**src/rtl/adc_fifo_ctrl_if.sv**
```systemverilog
// rtl/adc_fifo_ctrl_if.sv - push/pop, status and LSRAM bundle for the ADC FIFO controller
//
// Purpose: groups every non-clock/reset signal of adc_fifo_ctrl so the
// controller, the sampling/readout logic and the LSRAM hook up through one port.
//
// Signal summary:
//   flush         user -> ctrl   synchronous clear of FIFO contents
//   wr_en, wdata  user -> ctrl   push request and data
//   rd_en         user -> ctrl   pop request
//   rdata         ctrl -> user   pop data (only meaningful with rd_valid)
//   rd_valid      ctrl -> user   rdata valid this cycle
//   full, empty, almost_full, almost_empty, count   occupancy status
//   overflow, underflow                             sticky error flags
//   ram_waddr, ram_wd, ram_wen                      LSRAM write port
//   ram_raddr, ram_ren                              LSRAM read port
//   ram_rd        ram  -> ctrl   LSRAM read data
//
// Modports:
//   slave  - the FIFO controller
//   master - the environment (sampling/readout logic and LSRAM)
interface adc_fifo_ctrl_if #(
  parameter int unsigned DEPTH_LOG2 = 10,
  parameter int unsigned DWIDTH     = 16
);
  logic                  flush;
  logic                  wr_en;
  logic [DWIDTH-1:0]     wdata;
  logic                  rd_en;
  logic [DWIDTH-1:0]     rdata;
  logic                  rd_valid;
  logic                  full;
  logic                  empty;
  logic                  almost_full;
  logic                  almost_empty;
  logic [DEPTH_LOG2:0]   count;
  logic                  overflow;
  logic                  underflow;
  logic [DEPTH_LOG2-1:0] ram_waddr;
  logic [DWIDTH-1:0]     ram_wd;
  logic                  ram_wen;
  logic [DEPTH_LOG2-1:0] ram_raddr;
  logic                  ram_ren;
  logic [DWIDTH-1:0]     ram_rd;

  modport slave (
    input  flush, wr_en, wdata, rd_en, ram_rd,
    output rdata, rd_valid, full, empty, almost_full, almost_empty, count,
           overflow, underflow, ram_waddr, ram_wd, ram_wen, ram_raddr, ram_ren
  );

  modport master (
    output flush, wr_en, wdata, rd_en, ram_rd,
    input  rdata, rd_valid, full, empty, almost_full, almost_empty, count,
           overflow, underflow, ram_waddr, ram_wd, ram_wen, ram_raddr, ram_ren
  );
endinterface

```
**src/rtl/adc_fifo_ctrl.sv**
```systemverilog
// rtl/adc_fifo_ctrl.sv - pointer/flag controller turning a 2-port LSRAM into a synchronous FIFO
//
// Purpose: keeps write/read pointers, occupancy count, full/empty/threshold
// flags and sticky overflow/underflow flags, and drives the LSRAM address and
// enable pins directly from the registered pointers. Read latency is one cycle.
//
// Ports:
//   clk_i    system clock, shared with the LSRAM
//   rst_n_i  asynchronous active-low reset, released synchronously upstream
//   fifo_if  adc_fifo_ctrl_if.slave - push/pop, status and LSRAM signals
module adc_fifo_ctrl #(
  parameter int unsigned DEPTH_LOG2    = 10,
  parameter int unsigned DWIDTH        = 16,
  parameter int unsigned AFULL_THRESH  = 1000,
  parameter int unsigned AEMPTY_THRESH = 8
) (
  input  logic            clk_i,
  input  logic            rst_n_i,
  adc_fifo_ctrl_if.slave  fifo_if
);

  localparam int unsigned PW = DEPTH_LOG2 + 1;
  localparam logic [PW-1:0] DEPTH_W  = PW'(2 ** DEPTH_LOG2);
  localparam logic [PW-1:0] AFULL_W  = PW'(AFULL_THRESH);
  localparam logic [PW-1:0] AEMPTY_W = PW'(AEMPTY_THRESH);
  localparam logic [PW-1:0] ONE_W    = PW'(1);

  // Pointers carry one extra wrap bit so full and empty are distinguishable.
  logic [PW-1:0] wptr_q, wptr_d;
  logic [PW-1:0] rptr_q, rptr_d;
  logic [PW-1:0] count_q, count_d;
  logic          full_q, full_d;
  logic          empty_q, empty_d;
  logic          afull_q, afull_d;
  logic          aempty_q, aempty_d;
  logic          ovf_q, ovf_d;
  logic          unf_q, unf_d;
  logic          rd_valid_q, rd_valid_d;

  logic          push_ok;
  logic          pop_ok;

  // Acceptance uses this cycle's registered flags, so a push while full is
  // refused even when a pop frees a slot in the same cycle (and vice versa).
  assign push_ok = fifo_if.wr_en & ~full_q  & ~fifo_if.flush;
  assign pop_ok  = fifo_if.rd_en & ~empty_q & ~fifo_if.flush;

  // LSRAM samples these on the same clock edge that advances the pointers.
  assign fifo_if.ram_waddr = wptr_q[DEPTH_LOG2-1:0];
  assign fifo_if.ram_wd    = fifo_if.wdata;
  assign fifo_if.ram_wen   = push_ok;
  assign fifo_if.ram_raddr = rptr_q[DEPTH_LOG2-1:0];
  assign fifo_if.ram_ren   = pop_ok;

  assign fifo_if.rdata        = fifo_if.ram_rd;
  assign fifo_if.rd_valid     = rd_valid_q;
  assign fifo_if.full         = full_q;
  assign fifo_if.empty        = empty_q;
  assign fifo_if.almost_full  = afull_q;
  assign fifo_if.almost_empty = aempty_q;
  assign fifo_if.count        = count_q;
  assign fifo_if.overflow     = ovf_q;
  assign fifo_if.underflow    = unf_q;

  always_comb begin
    wptr_d     = wptr_q;
    rptr_d     = rptr_q;
    count_d    = count_q;
    ovf_d      = ovf_q;
    unf_d      = unf_q;
    rd_valid_d = pop_ok;

    if (fifo_if.flush) begin
      wptr_d  = '0;
      rptr_d  = '0;
      count_d = '0;
      ovf_d   = 1'b0;
      unf_d   = 1'b0;
    end else begin
      if (push_ok) begin
        wptr_d = wptr_q + ONE_W;
      end
      if (pop_ok) begin
        rptr_d = rptr_q + ONE_W;
      end
      unique case ({push_ok, pop_ok})
        2'b10:   count_d = count_q + ONE_W;
        2'b01:   count_d = count_q - ONE_W;
        default: count_d = count_q;
      endcase
      if (fifo_if.wr_en && full_q) begin
        ovf_d = 1'b1;
      end
      if (fifo_if.rd_en && empty_q) begin
        unf_d = 1'b1;
      end
    end

    // Flags follow the next count so they line up with the count register.
    full_d   = (count_d == DEPTH_W);
    empty_d  = (count_d == '0);
    afull_d  = (count_d >= AFULL_W);
    aempty_d = (count_d <= AEMPTY_W);
  end

  always_ff @(posedge clk_i or negedge rst_n_i) begin
    if (!rst_n_i) begin
      wptr_q     <= '0;
      rptr_q     <= '0;
      count_q    <= '0;
      full_q     <= 1'b0;
      empty_q    <= 1'b1;
      afull_q    <= 1'b0;
      aempty_q   <= 1'b1;
      ovf_q      <= 1'b0;
      unf_q      <= 1'b0;
      rd_valid_q <= 1'b0;
    end else begin
      wptr_q     <= wptr_d;
      rptr_q     <= rptr_d;
      count_q    <= count_d;
      full_q     <= full_d;
      empty_q    <= empty_d;
      afull_q    <= afull_d;
      aempty_q   <= aempty_d;
      ovf_q      <= ovf_d;
      unf_q      <= unf_d;
      rd_valid_q <= rd_valid_d;
    end
  end

endmodule

```
**src/flat_wrapper.sv**
```systemverilog
// flat-port wrapper written by rule: the top's interface ports become plain ports
module adc_fifo_ctrl_flat 
#(
  parameter int unsigned DEPTH_LOG2    = 10,
  parameter int unsigned DWIDTH        = 16,
  parameter int unsigned AFULL_THRESH  = 1000,
  parameter int unsigned AEMPTY_THRESH = 8
)
  (clk_i, rst_n_i, fifo_if_flush, fifo_if_wr_en, fifo_if_wdata, fifo_if_rd_en, fifo_if_ram_rd, fifo_if_rdata, fifo_if_rd_valid, fifo_if_full, fifo_if_empty, fifo_if_almost_full, fifo_if_almost_empty, fifo_if_count, fifo_if_overflow, fifo_if_underflow, fifo_if_ram_waddr, fifo_if_ram_wd, fifo_if_ram_wen, fifo_if_ram_raddr, fifo_if_ram_ren);
  adc_fifo_ctrl_if #(.DEPTH_LOG2(DEPTH_LOG2), .DWIDTH(DWIDTH)) fifo_if_i ();
  input  logic clk_i;
  input  logic rst_n_i;
  input wire logic [$bits(fifo_if_i.flush)-1:0] fifo_if_flush;
  input wire logic [$bits(fifo_if_i.wr_en)-1:0] fifo_if_wr_en;
  input wire logic [$bits(fifo_if_i.wdata)-1:0] fifo_if_wdata;
  input wire logic [$bits(fifo_if_i.rd_en)-1:0] fifo_if_rd_en;
  input wire logic [$bits(fifo_if_i.ram_rd)-1:0] fifo_if_ram_rd;
  output wire logic [$bits(fifo_if_i.rdata)-1:0] fifo_if_rdata;
  output wire logic [$bits(fifo_if_i.rd_valid)-1:0] fifo_if_rd_valid;
  output wire logic [$bits(fifo_if_i.full)-1:0] fifo_if_full;
  output wire logic [$bits(fifo_if_i.empty)-1:0] fifo_if_empty;
  output wire logic [$bits(fifo_if_i.almost_full)-1:0] fifo_if_almost_full;
  output wire logic [$bits(fifo_if_i.almost_empty)-1:0] fifo_if_almost_empty;
  output wire logic [$bits(fifo_if_i.count)-1:0] fifo_if_count;
  output wire logic [$bits(fifo_if_i.overflow)-1:0] fifo_if_overflow;
  output wire logic [$bits(fifo_if_i.underflow)-1:0] fifo_if_underflow;
  output wire logic [$bits(fifo_if_i.ram_waddr)-1:0] fifo_if_ram_waddr;
  output wire logic [$bits(fifo_if_i.ram_wd)-1:0] fifo_if_ram_wd;
  output wire logic [$bits(fifo_if_i.ram_wen)-1:0] fifo_if_ram_wen;
  output wire logic [$bits(fifo_if_i.ram_raddr)-1:0] fifo_if_ram_raddr;
  output wire logic [$bits(fifo_if_i.ram_ren)-1:0] fifo_if_ram_ren;
  assign fifo_if_i.flush = fifo_if_flush;
  assign fifo_if_i.wr_en = fifo_if_wr_en;
  assign fifo_if_i.wdata = fifo_if_wdata;
  assign fifo_if_i.rd_en = fifo_if_rd_en;
  assign fifo_if_i.ram_rd = fifo_if_ram_rd;
  assign fifo_if_rdata = fifo_if_i.rdata;
  assign fifo_if_rd_valid = fifo_if_i.rd_valid;
  assign fifo_if_full = fifo_if_i.full;
  assign fifo_if_empty = fifo_if_i.empty;
  assign fifo_if_almost_full = fifo_if_i.almost_full;
  assign fifo_if_almost_empty = fifo_if_i.almost_empty;
  assign fifo_if_count = fifo_if_i.count;
  assign fifo_if_overflow = fifo_if_i.overflow;
  assign fifo_if_underflow = fifo_if_i.underflow;
  assign fifo_if_ram_waddr = fifo_if_i.ram_waddr;
  assign fifo_if_ram_wd = fifo_if_i.ram_wd;
  assign fifo_if_ram_wen = fifo_if_i.ram_wen;
  assign fifo_if_ram_raddr = fifo_if_i.ram_raddr;
  assign fifo_if_ram_ren = fifo_if_i.ram_ren;
  adc_fifo_ctrl #(.DEPTH_LOG2(DEPTH_LOG2), .DWIDTH(DWIDTH), .AFULL_THRESH(AFULL_THRESH), .AEMPTY_THRESH(AEMPTY_THRESH)) u_core (.clk_i(clk_i), .rst_n_i(rst_n_i), .fifo_if(fifo_if_i));
endmodule
```
**config.mk**
```make
export PLATFORM = sky130hd
export DESIGN_NAME = adc_fifo_ctrl_flat
export DESIGN_NICKNAME = d
export VERILOG_FILES = /design/src/rtl/adc_fifo_ctrl_if.sv /design/src/rtl/adc_fifo_ctrl.sv /design/src/flat_wrapper.sv
export SDC_FILE = /design/constraint.sdc
export NUM_CORES = 1
export LEC_CHECK = 0
export ABC_AREA = 1
export CORE_ASPECT_RATIO = 1.75
export CORE_MARGIN = 2
export CORE_UTILIZATION = 36
export DETAILED_ROUTE_END_ITERATION = 16
export HOLD_SLACK_MARGIN = 0.02
export MAX_ROUTING_LAYER = met4
export PLACE_DENSITY = 0.74
export SLEW_MARGIN = 20
export SYNTH_ARGS = -nofsm -noshare
export SYNTH_HDL_FRONTEND = slang
export SYNTH_SLANG_ARGS = --single-unit
```
**constraint.sdc**
```tcl
create_clock -name clk_i -period 4.89 [get_ports clk_i]
set_input_delay 0.7335 -clock clk_i [delete_from_list [all_inputs] [get_ports clk_i]]
set_output_delay 0.7335 -clock clk_i [all_outputs]
set_load 0.005 [all_outputs]
```
# Yosys cells after proc, flatten, opt, wreduce, memory -nomap -nowiden
# Index checks and enable logic that the tools add are counted.
# Widths: inputs -> output; s select.
# word_totals
input_bits	37
ff_bits	40
# op_classes
n_lt_le_gt_ge	2
reduce_logical	7
n_eq_ne	3
add_sub_neg	4
mux	10
n_bitwise	7
# ops
operator	n
$mux 11	5
$add 11x1->11 const B	3
$pmux 11 s2	1
$eq 11x11->1 const B	1
$ge 11x10->1 const B	1
$le 11x4->1 const B	1
$logic_not 11->1	1
$sub 11x1->11 const B	1
$reduce_bool 2->1	4
$and 1x1->1	4
$mux 1	4
$not 1->1	3
$eq 2x1->1 const B	1
$eq 2x2->1 const B	1
$logic_and 1x1->1	2

# Depth between registers and ports, before layout
# depth
ltp_word	7
ltp_mapped	23
depth_no_buf	21

# Worst setup path before layout
# No wires, ideal clock.
# synth_timing
path_type	input-to-reg
from	in fifo_if_wr_en
to	reg u_core.aempty_q, in the netlist u_core.fifo_if.almost_empty
slack_ns	2.025
required_time_ns	4.823
path_buffers	2
arrival_time_ns	2.798
stages	19
path_cell_list	nand2_2 > buf_2 > nor2_1 > inv_1 > ha_1 > buf_2 > nand2_1 > inv_1 > or2_2 > xor2_1 > nand2_1 > nand2_1 > inv_1 > nor2_1 > nand2_1 > nand2_1 > nand2_1 > nand3b_1 > nor2_1
# synth_via
elab_chain_len	6
elab_cells_between_ends	7
classes_between	order compare: 1; eq/ne: 2; mux: 2; bitwise: 2
# synth_lines
item	line	text
from (decl)	flat_wrapper.sv:14	input wire logic [$bits(fifo_if_i.wr_en)-1:0] fifo_if_wr_en;
$and 1x1->1 * (2 in a row)	adc_fifo_ctrl.sv:45	assign push_ok = fifo_if.wr_en & ~full_q & ~fifo_if.flush;
named net fifo_if_ram_wen	flat_wrapper.sv:29	output wire logic [$bits(fifo_if_i.ram_wen)-1:0] fifo_if_ram_wen;
$eq 2x1->1 / $eq 2x2->1 (equally long branches)	adc_fifo_ctrl.sv:86	unique case ({push_ok, pop_ok})
$pmux 11 s2 *	adc_fifo_ctrl.sv:86	
$mux 11 *	adc_fifo_ctrl.sv:73	if (fifo_if.flush) begin
named net u_core.count_d[2]	adc_fifo_ctrl.sv:31	logic [PW-1:0] count_q, count_d;
$le 11x4->1 *	adc_fifo_ctrl.sv:103	aempty_d = (count_d <= AEMPTY_W);
named net u_core.aempty_d	adc_fifo_ctrl.sv:35	logic aempty_q, aempty_d;
to (signal assigned)	adc_fifo_ctrl.sv:125	aempty_q <= aempty_d;
to (decl)	adc_fifo_ctrl.sv:35	
# The timed path passes the listed nets; every way through them passes the cells marked *.
# A chain may end at the register's enable or synchronous reset.

# Final worst setup path
# layout_timing
from	in fifo_if_wr_en
to	reg u_core.empty_q, in the netlist u_core.fifo_if.empty
# layout_via
elab_chain_len	6
elab_cells_between_ends	7
classes_between	eq/ne: 2; mux: 2; bitwise: 2; reduce/logical: 1
# layout_lines
item	line	text
$and 1x1->1 * (2 in a row)	adc_fifo_ctrl.sv:45	
$eq 2x1->1 / $eq 2x2->1 (equally long branches)	adc_fifo_ctrl.sv:86	
$pmux 11 s2 *	adc_fifo_ctrl.sv:86	
$mux 11 *	adc_fifo_ctrl.sv:73	
named net u_core.count_d[2]	adc_fifo_ctrl.sv:31	
$logic_not 11->1 *	adc_fifo_ctrl.sv:101	empty_d = (count_d == '0);
named net u_core.empty_d	adc_fifo_ctrl.sv:33	logic empty_q, empty_d;
to (signal assigned)	adc_fifo_ctrl.sv:123	empty_q <= empty_d;
to (decl)	adc_fifo_ctrl.sv:33	
# Marked as above.

==> results.md <==
* Sequential-to-total area share from yosys stat at 0.3323
* Core ar. at 7855 um^2
* CTS Sinks at 38
* Worst-path clk slew at 0.05 ns
* Vias per cell at 5.047
* Predominant post-synthesis flop cell: dfrtp_1
* Sum Neg Setup Slack at 0 ns
* GRT Util Overall at 0.1793
* Total grt overflow at 0
* Run status: finished clean
* H-Tree Depth at 2
* Mean routed wirelength per cell at 14.07 um
* Final max-slew violation count at 0
* Post-CTS setup buffer count at 0
* CTS tree: done
* Clk buf depth at 2
* Most common library cells after synthesis: 85 x nand2_1, 63 x inv_1, 36 x dfrtp_1
* CTS Hold Bufs at 0
* Worst-Skew Late Latency at 0.29 ns
* Clk_skew at 0.007447 ns
* Layout area overhead at 13.34%
* Port bufs at 44
* Synth Area per Inst at 7.015 um^2
* Yosys top cell by area: dfrtp_1
* Inserted Clock Buffers at 5
* Die Area at 8728 um^2
* Yosys warns at 0
* Hold Crit Class: reg -> reg
* Post-layout util at 0.4140
* Routability congestion estimate from global placement at 0.9081
* Leak at 1.524 nW
* Critical path launch point type: primary input
* WL final at 7163 um
* Diode count at 0
* Detailed placement HPWL at 5450 um
* Final net count at 460
* Endpoints failing hold at 0
* DRT iter0 DRCs at 94
* ANT nets after route at 0
* Post-synth cell types at 36
* Num rows at 43
* Die span in y at 122.1 um
* Number of global-route vias before repair at 2600
* Crit path DAT at 3.69 ns
* Max Fanout on Critical Path at 20
* Post-synth EDFFs at 0
* Clk root buf: clkbuf_16
* Maximum capacitance violations at 0
* Cell Pwr Density at 311.5 nW/um^2
* Yosys reg bits at 38
* Part of the cycle the worst path needs at 0.7109
* Initial Util at 0.3652
* Max VDD drop at 0.2682 mV
* Worst path required time at 5.11 ns
* Syn nets at 450
* Layout cells sized above 1 at 0.1360
* Slew @ Worst Pin at 0.8405 ns
* DRC Markers at 0
* Async set or reset register ratio after synthesis at 1.000
* # IOs at 109
* Fmax at 0.2877 GHz
* Yosys top cell area share at 0.3140
* Post-cts resize count at 0
* Mapped Cells at 409
* Relative slew slack at 0.4397
* Setup violations, final at 0
* Largest cells by area after synthesis: dfrtp_1 31%, nand2_1 11%, buf_4 8.6%
* Synthesized cell area at 2869 um^2
* Overall Power at 1.013 mW
* Most common cell in the netlist: nand2_1
* Via count at 2569
* Final worst path period need at 3.476 ns
* Initial antenna violation count at 0
* Setup Crit Path Kind: in -> reg
* Die Span X at 71.49 um
* Unrepaired setup endpoints after global routing: no
* Drt first pass iters at 4
* Global-route wire length before repair at 11920 um
* Pin count of the biggest net entering global routing at 39
* Worst Setup End Kind: register
==> worst max-delay path, stage by stage <==
cell             delay (ns)
clkdlybuf4s50_1        0.46
nand2_2                0.30
nand3_2                0.49
nand2_1                0.17
nand2_1                0.12
ha_1                   0.20
or2_2                  0.34
xor2_1                 0.17
nand2_1                0.06
nand2_1                0.07
inv_1                  0.05
nor2_1                 0.07
nand2_1                0.07
nor2_1                 0.09
nand3_1                0.13
nor2_1                 0.14
==> final timing paths <==
kind	start	endpoint	slack [ns]	depth (start not counted)
hold reg to reg	u_core.rptr_q[2]	u_core.rptr_q[2]	0.50	1
max in group asynchronous	rst_n_i	u_core.rptr_q[7]	3.80	1
setup reg to reg	u_core.fifo_if.full	u_core.fifo_if.empty	1.86	16
hold / removal	u_core.rptr_q[2]	u_core.rptr_q[2]	0.50	1
setup / recovery	fifo_if_wr_en	u_core.fifo_if.empty	1.41	16
min in group asynchronous	rst_n_i	u_core.fifo_if.count[10]	0.55	1
==> metrics by stage <==
| stage | cell area, um^2 | cells | setup slack (ns) | hold WS (ns) |
|---|---|---|---|---|
| CTS | 3252 | 509 | 1.438 | 0.5018 |
| finish | 3252 | 509 | 1.414 | 0.5012 |
| global placement | 3109 | 502 | 1.188 | 0.4906 |
| detailed placement | 3109 | 502 | 1.163 | 0.4927 |
| global route | 3252 | 509 | 1.107 | 0.5323 |
| floorplan | 2869 | 409 | 2.025 | 0.4379 |
==> state kept, by name, summed over array words and instances (netlist names) <==
signal and flops:
u_core.fifo_if.almost_empty 1, u_core.fifo_if.almost_full 1, u_core.fifo_if.count 11, u_core.fifo_if.empty 1
u_core.fifo_if.full 1, u_core.fifo_if.overflow 1, u_core.fifo_if.rd_valid 1, u_core.fifo_if.underflow 1
u_core.rptr_q 10, u_core.wptr_q 10
==> cell families after synthesis <==
group	Yosys count	synth area share
AO/OA/AOI/OAI	48	0.08984
XOR/XNOR	3	0.01178
adder cells (fa/ha/maj)	4	0.01745
buffers and inverters	111	0.2028
flip-flops	38	0.3323
AND/OR/NAND/NOR	205	0.3458
==> area by class of cell <==
class	instances	area [um^2]
fill	798	4603
multi-input combinational	260	1334
sequential	38	953.4
timing repair buffer	45	442.9
inverter	69	266.5
clock buffer	7	142.6
tap	90	112.6
==> cell usage in the layout (no fill, tap or decap), types with 2 or more instances in the layout <==
cell type	n
a31oi_1	4
nor2_1	27
ha_1	4
nand2_4	2
xor2_1	2
clkbuf_16	5
inv_1	63
inv_2	4
o21ai_1	2
a21oi_1	20
nor2_4	2
nand2_1	85
dfstp_2	2
nand2_2	20
nor2_2	6
nand3_1	34
o21ai_0	19
dfrtp_1	36
nor3_1	12
clkdlybuf4s50_1	43
nand4_1	5
nand3_2	6
==> metal layers <==
metal	global-route usage	routed length (um)
met5	-	0
met2	0.3154	3884
met3	0.01820	368
met4	0.1238	264
met1	0.1829	2646
==> report_power, final <==
part	internal [mW]	switching [mW]	leakage (nW)
registers	0.346	0.0316	0.511
clock network	0.200	0.121	0.0700
logic	0.126	0.188	0.943
total	0.672	0.341	1.52
No activity file was read; power rests on OpenSTA's default activity.
==> RTL change 1 (same flow settings) <==
`DWIDTH` is set to 16 in 3 places; all go to 32.
--- a/src/rtl/adc_fifo_ctrl_if.sv
+++ b/src/rtl/adc_fifo_ctrl_if.sv
@@ -22,3 +22,3 @@
   parameter int unsigned DEPTH_LOG2 = 10,
-  parameter int unsigned DWIDTH     = 16
+  parameter int unsigned DWIDTH     = 32
 );
--- a/src/rtl/adc_fifo_ctrl.sv
+++ b/src/rtl/adc_fifo_ctrl.sv
@@ -12,3 +12,3 @@
   parameter int unsigned DEPTH_LOG2    = 10,
-  parameter int unsigned DWIDTH        = 16,
+  parameter int unsigned DWIDTH        = 32,
   parameter int unsigned AFULL_THRESH  = 1000,
--- a/src/flat_wrapper.sv
+++ b/src/flat_wrapper.sv
@@ -4,3 +4,3 @@
   parameter int unsigned DEPTH_LOG2    = 10,
-  parameter int unsigned DWIDTH        = 16,
+  parameter int unsigned DWIDTH        = 32,
   parameter int unsigned AFULL_THRESH  = 1000,
Ports: changed (resized fifo_if_ram_rd, fifo_if_ram_wd, fifo_if_rdata and fifo_if_wdata); port bits go from 109 to 173. The function was not compared with the original's and may differ.
==> RTL change 1 against the original RTL <==
- die area rose by 8.0%
- utilization fell by 2.2 points
- total power fell by 0.39%
- sequential cell count did not move
- maximum frequency fell by 0.68%
- synthesized area rose by 8.4%
- count of clock-buffer cells in the layout rose by 1
- critical path depth rose by 1
- wire length rose by 7.1%
- clock skew fell by 0.0039 ns
- final area rose by 0.77%
- setup slack got worse by 0.024 ns
- non-clock buffer count did not move
- critical endpoint unchanged
- largest power group unchanged
==> RTL change 1: results <==
metrics = {
    "clock_network": {
        "clockBufferDepth": 2,
        "clock_latency_ns": 0.28,
        "cts.repair.resized": 0,
        "h-tree-depth": 2,
        "cts_root_buffer": "clkbuf_16",
        "cts_buffers": 5,
        "post_cts_buffers": 0,
        "clk_pin_slew_ns": 0.06,
    },
    "grt": {
        "grt_usage_pct": 17.3,
        "grt_max_degree": 39,
        "grt_pass1_wl_um": 12400,
        "use_met3_pct": 2.30,
        "use_met1_pct": 16.7,
        "antenna_found_initial": 0,
        "use_met2_pct": 28.9,
        "grt_pass1_vias": 2689,
    },
    "critical_path": {
        "path_max_fanout": 17,
        "worstReg2RegStart": "u_core.fifo_if.full",
        "critical_path.top_delay_family": "simple AND/OR/NAND/NOR gates",
        "ff2ff_setup_slack_ns": 1.87,
        "worstRegToRegCells": 17,
        "critPathMaxStageDelay_ns": 0.49,
        "crit_arrival_ns": 3.72,
        "critPathSlowestCell": "clkdlybuf4s50_1",
        "reg2reg_to": "u_core.fifo_if.empty",
    },
    "route": {
        "vias": 2646,
        "firstDrtPassIters": 4,
        "wl_per_cell_um": 14.3,
        "drt-initial-drc-count": 109,
        "viasPerCell": 4.95,
    },
    "logic_synthesis": {
        "synth_warnings": 0,
        "yosys-top-cells-area": "dfrtp_1 (29%), buf_4 (16%), nand2_1 (10%)",
        "ys_async_sr_fraction_pct": 100,
        "synthTopCellsByCount": "nand2_1 (85), buf_4 (65), inv_1 (63), dfrtp_1 (36), nand3_1 (34)",
        "syn-num-nets": 514,
        "synth_flop_cell": "dfrtp_1",
        "seq_area_frac_synth_pct": 30.7,
        "avgSynthCellArea_um2": 7.05,
    },
    "final_layout": {
        "antennaDiodeCount": 0,
        "nNetsFinal": 492,
        "fillers": 920,
        "drive_gt1_share_pct": 13.3,
        "largest_register_ffs": 11,
        "syn_to_final_growth_pct": 5.39,
    },
    "placed_design": {
        "place_inst": 527,
        "io_buffers": 44,
        "place_area_um2": 3140,
        "dp_slack_ns": 1.15,
        "gp_congestion": 0.866,
        "dp_hpwl_um": 5920,
    },
    "min_path": {
        "hold_end": "u_core.rptr_q[2]",
        "hold_path_class": "register to register",
        "whs_path_depth": 1,
    },
    "power": {
        "p_leak_nw": 1.52,
        "vdd_drop_max_v": 0.000298,
    },
    "sta": {
        "setup_tns_ns": 0,
        "fin_worst_skew_ns": 0.00350,
        "tightest_slew_ns": 0.837,
    },
    "outcome": {
        "status": "finished, final reports clean",
    },
}
[RTL change 1: changes by cell type in the layout (fill, tap and decap cells not counted), sizes merged]
cell / change
clkbuf: +1
[RTL change 1: cell type report]
class                      instances  area share (%)
sequential                        38            29.1
inverter                          69            8.13
timing repair buffer              45            13.5
multi-input combinational        260            40.7
tap                              115            4.39
clock buffer                       8            4.16
[RTL change 1: how the worst max path moves through the flow]
stage | start | end | slack [ns] | cells after the start
2_1_floorplan | fifo_if_wr_en | u_core.fifo_if.almost_empty | 2.03 | 19
3_3_place_gp | fifo_if_wr_en | u_core.fifo_if.almost_empty | 1.25 | 18
3_5_place_dp | fifo_if_wr_en | u_core.fifo_if.empty | 1.15 | 16
4_1_cts | fifo_if_wr_en | u_core.fifo_if.empty | 1.42 | 17
5_1_grt | fifo_if_wr_en | u_core.fifo_if.empty | 1.14 | 16
6_report | fifo_if_wr_en | u_core.fifo_if.empty | 1.39 | 17
[RTL change 1: routing by layer]
layer | vias to the layer above | share of wire, %
met5 | - | 0
li1 | 1271 | -
met4 | 0 | 8.6
met3 | 61 | 5.7
met1 | 1225 | 34
met2 | 89 | 51
[RTL change 1: where the power goes]
group / internal (W) / switching (W) / leakage, nW / total, W
Combinational: 0.000126 / 0.000189 / 0.943 / 0.000315
Sequential: 0.000346 / 0.0000328 / 0.511 / 0.000379
Clock: 0.000190 / 0.000125 / 0.0652 / 0.000315
[RTL change 1: kinds of logic after synthesis]
kind of cell / Yosys count / synth area share [%]
buffers and inverters: 143 / 26.4
xor gates and xnor gates: 3 / 1.09
AOI/OAI and AO/OA: 48 / 8.29
adders and majority gates: 4 / 1.61
DFF: 38 / 30.7
and+or+nand+nor: 205 / 31.9
[RTL change 1: worst register-to-register path: stages (launching register included)]
cell and delay [ns]:
dfrtp_1 0.40, inv_1 0.08, nand2_2 0.21, nor2_1 0.35, inv_1 0.14, ha_1 0.35, nand2_1 0.16, inv_1 0.04
or2_2 0.32, nand3_1 0.12, nand2_1 0.06, nand2_1 0.05, nand3_1 0.06, nand2_1 0.12, nand2_1 0.10, nor2_1 0.14
nand3_1 0.12, nor2_1 0.13
[RTL change 1: metrics by stage]
step                      hold WS (ns)  total power, W
final                            0.496         0.00101
after global routing             0.509         0.00106
after CTS                        0.498         0.00102
after detailed placement         0.490        0.000699
after global placement           0.480        0.000691
after floorplan                  0.438        0.000621
==> RTL change 2 (same settings) <==
Without the edit above. Reset style: synchronous (`rst_n_i`), changed in one clocked block. Comments in the files are not updated.
--- a/src/rtl/adc_fifo_ctrl.sv
+++ b/src/rtl/adc_fifo_ctrl.sv
@@ -105,3 +105,3 @@
 
-  always_ff @(posedge clk_i or negedge rst_n_i) begin
+  always_ff @(posedge clk_i) begin
     if (!rst_n_i) begin
Behaviour: differs if rst_n_i is asserted again (counterexample within 4 cycles, from zero or initial values and one cycle with rst_n_i low); with rst_n_i held inactive, the same outputs for 10 cycles.
==> RTL change 2 against the original RTL <==
- register-to-register slack gained 0.39 ns
- synthesized area shrank 10%
- final cell count shrank 2.2%
- first-iteration DRC count grew 12%
- maximum frequency shrank 5.6%
- sequential cell count is the same
- final area shrank 8.2%
- setup slack lost 0.21 ns
- synthesized cell count shrank 1.5%
- worst hold slack lost 0.037 ns
- wire length shrank 9.1%
- critical path type unchanged
- critical endpoint is now u_core.fifo_if.empty
Power is not compared: it rests on default switching activity, and its combinational part moved more than twofold at a synthesized area within 25%.
==> RTL change 2: results <==
metrics = {
    "outcome": {
        "status": "finished, final reports clean",
    },
    "clock_network": {
        "cts_buffers": 5,
        "h-tree-depth": 2,
        "clock_latency_ns": 0.28,
        "clockBufferDepth": 2,
        "clk_pin_slew_ns": 0.05,
        "post_cts_buffers": 0,
        "cts.repair.resized": 0,
    },
    "critical_path": {
        "critPathMaxStageDelay_ns": 0.72,
        "critPathSlowestCell": "clkdlybuf4s50_1",
        "worstRegToRegCells": 12,
        "critical_path.top_delay_family": "buffers and inverters",
        "worstReg2RegStart": "u_core.fifo_if.empty",
        "ff2ff_setup_slack_ns": 2.25,
        "reg2reg_to": "u_core.fifo_if.empty",
        "path_max_fanout": 15,
        "crit_arrival_ns": 3.90,
    },
    "sta": {
        "slew_headroom_pct": 52.9,
        "fin_worst_skew_ns": 0.00276,
        "period_minus_slack_ns": 3.68,
    },
    "final_layout": {
        "fillers": 720,
        "largest_register_ffs": 11,
        "drive_gt1_share_pct": 6.28,
        "antennaDiodeCount": 0,
        "nNetsFinal": 454,
    },
    "power": {
        "p_leak_nw": 1.20,
        "vdd_drop_max_v": 0.000218,
        "p_sw_w": 0.000222,
    },
    "route": {
        "drt-initial-drc-count": 105,
        "firstDrtPassIters": 4,
        "wl_per_cell_um": 13.1,
        "vias": 2517,
    },
    "logic_synthesis": {
        "yosys-top-cells-area": "dfxtp_1 (30%), nand2_1 (14%), buf_4 (9.6%)",
        "seq_area_frac_synth_pct": 29.5,
        "synthTopCellsByCount": "nand2_1 (97), inv_1 (50), nor2_1 (42), dfxtp_1 (38), nand3_1 (38)",
        "ys_async_sr_fraction_pct": 0,
        "syn-num-nets": 444,
        "synthDistinctLibCells": 32,
    },
    "placed_design": {
        "place_area_um2": 2820,
        "gp_congestion": 0.945,
        "dp_hpwl_um": 5100,
    },
    "grt": {
        "antenna_found_initial": 0,
        "grt_pass1_wl_um": 10600,
        "grt_pass1_vias": 2394,
        "grt_overflow": 0,
        "grt_max_degree": 18,
        "grt_usage_pct": 17.9,
    },
    "min_path": {
        "hold_end": "u_core.rptr_q[9]",
        "whs_path_depth": 2,
        "hold_path_class": "register to register",
        "min-delay-start": "u_core.rptr_q[9]",
    },
}
-- RTL change 2: cell type report --
type	count	area share, %
clock inverters	1	1.01
inverters	54	6.79
flip-flops and latches	38	25.5
well taps	84	3.52
clock buffers	7	4.44
repair buffers	44	14.8
multi-input cells	270	44.0
-- RTL change 2: power by group through the flow --
stage / registers, W / logic, W / clock network [W]
after floorplan: 0.000337 / 0.000118 / 0
after global placement: 0.000338 / 0.000147 / 0
after detailed placement: 0.000338 / 0.000147 / 0
after CTS: 0.000332 / 0.000148 / 0.000364
after global routing: 0.000333 / 0.000167 / 0.000376
final: 0.000332 / 0.000149 / 0.000359
-- RTL change 2: worst register-to-register path: cells and delay by family, from the launching register on --
kind                     cells  cell delay, ns
adder cells (fa/ha/maj)      1            0.59
flip-flops                   1            0.41
buffers and inverters        2            0.45
AO/OA/AOI/OAI                1            0.19
AND/OR/NAND/NOR              8            0.95
-- RTL change 2: cell families (layout without fill, tap and decap cells) --
kind of cell | Yosys count | in the layout | share of synthesized area [%]
xor gates and xnor gates | 3 | 3 | 1.02
adders and majority gates | 4 | 4 | 1.94
buffers and inverters | 95 | 106 | 19.4
AOI/OAI and AO/OA | 50 | 50 | 10.4
and+or+nand+nor | 213 | 213 | 37.7
DFF | 38 | 38 | 29.5
-- RTL change 2: metrics by stage --
stage	hold slack, ns	std cells	utilization, %	setup slack (ns)	power (W)
2_1_floorplan	0.455	403	-	2.34	0.000455
3_3_place_gp	0.451	490	40.9	1.07	0.000485
3_5_place_dp	0.458	490	40.9	0.989	0.000486
4_1_cts	0.467	498	43.2	1.26	0.000844
5_1_grt	0.505	498	43.2	0.879	0.000875
6_report	0.464	498	43.2	1.21	0.000839
-- RTL change 2: layer usage --
metal  vias to the layer above  routed length [um]  track usage, %
li1                       1273                   -               -
met2                        78                3460            32.6
met5                         -                   0               -
met1                      1132                2400            17.1
met3                        34                 292            2.72
met4                         0                 361            10.4
-- RTL change 2: worst max-delay path by stage --
stage / startpoint / to / slack (ns) / cells past startpoint
after detailed placement: fifo_if_flush / u_core.fifo_if.empty / 0.99 / 12
after global routing: fifo_if_flush / u_core.fifo_if.empty / 0.88 / 12
after global placement: fifo_if_flush / u_core.fifo_if.empty / 1.07 / 12
final: fifo_if_flush / u_core.fifo_if.empty / 1.21 / 12
after floorplan: fifo_if_flush / u_core.fifo_if.full / 2.34 / 18
after CTS: fifo_if_flush / u_core.fifo_if.empty / 1.26 / 12
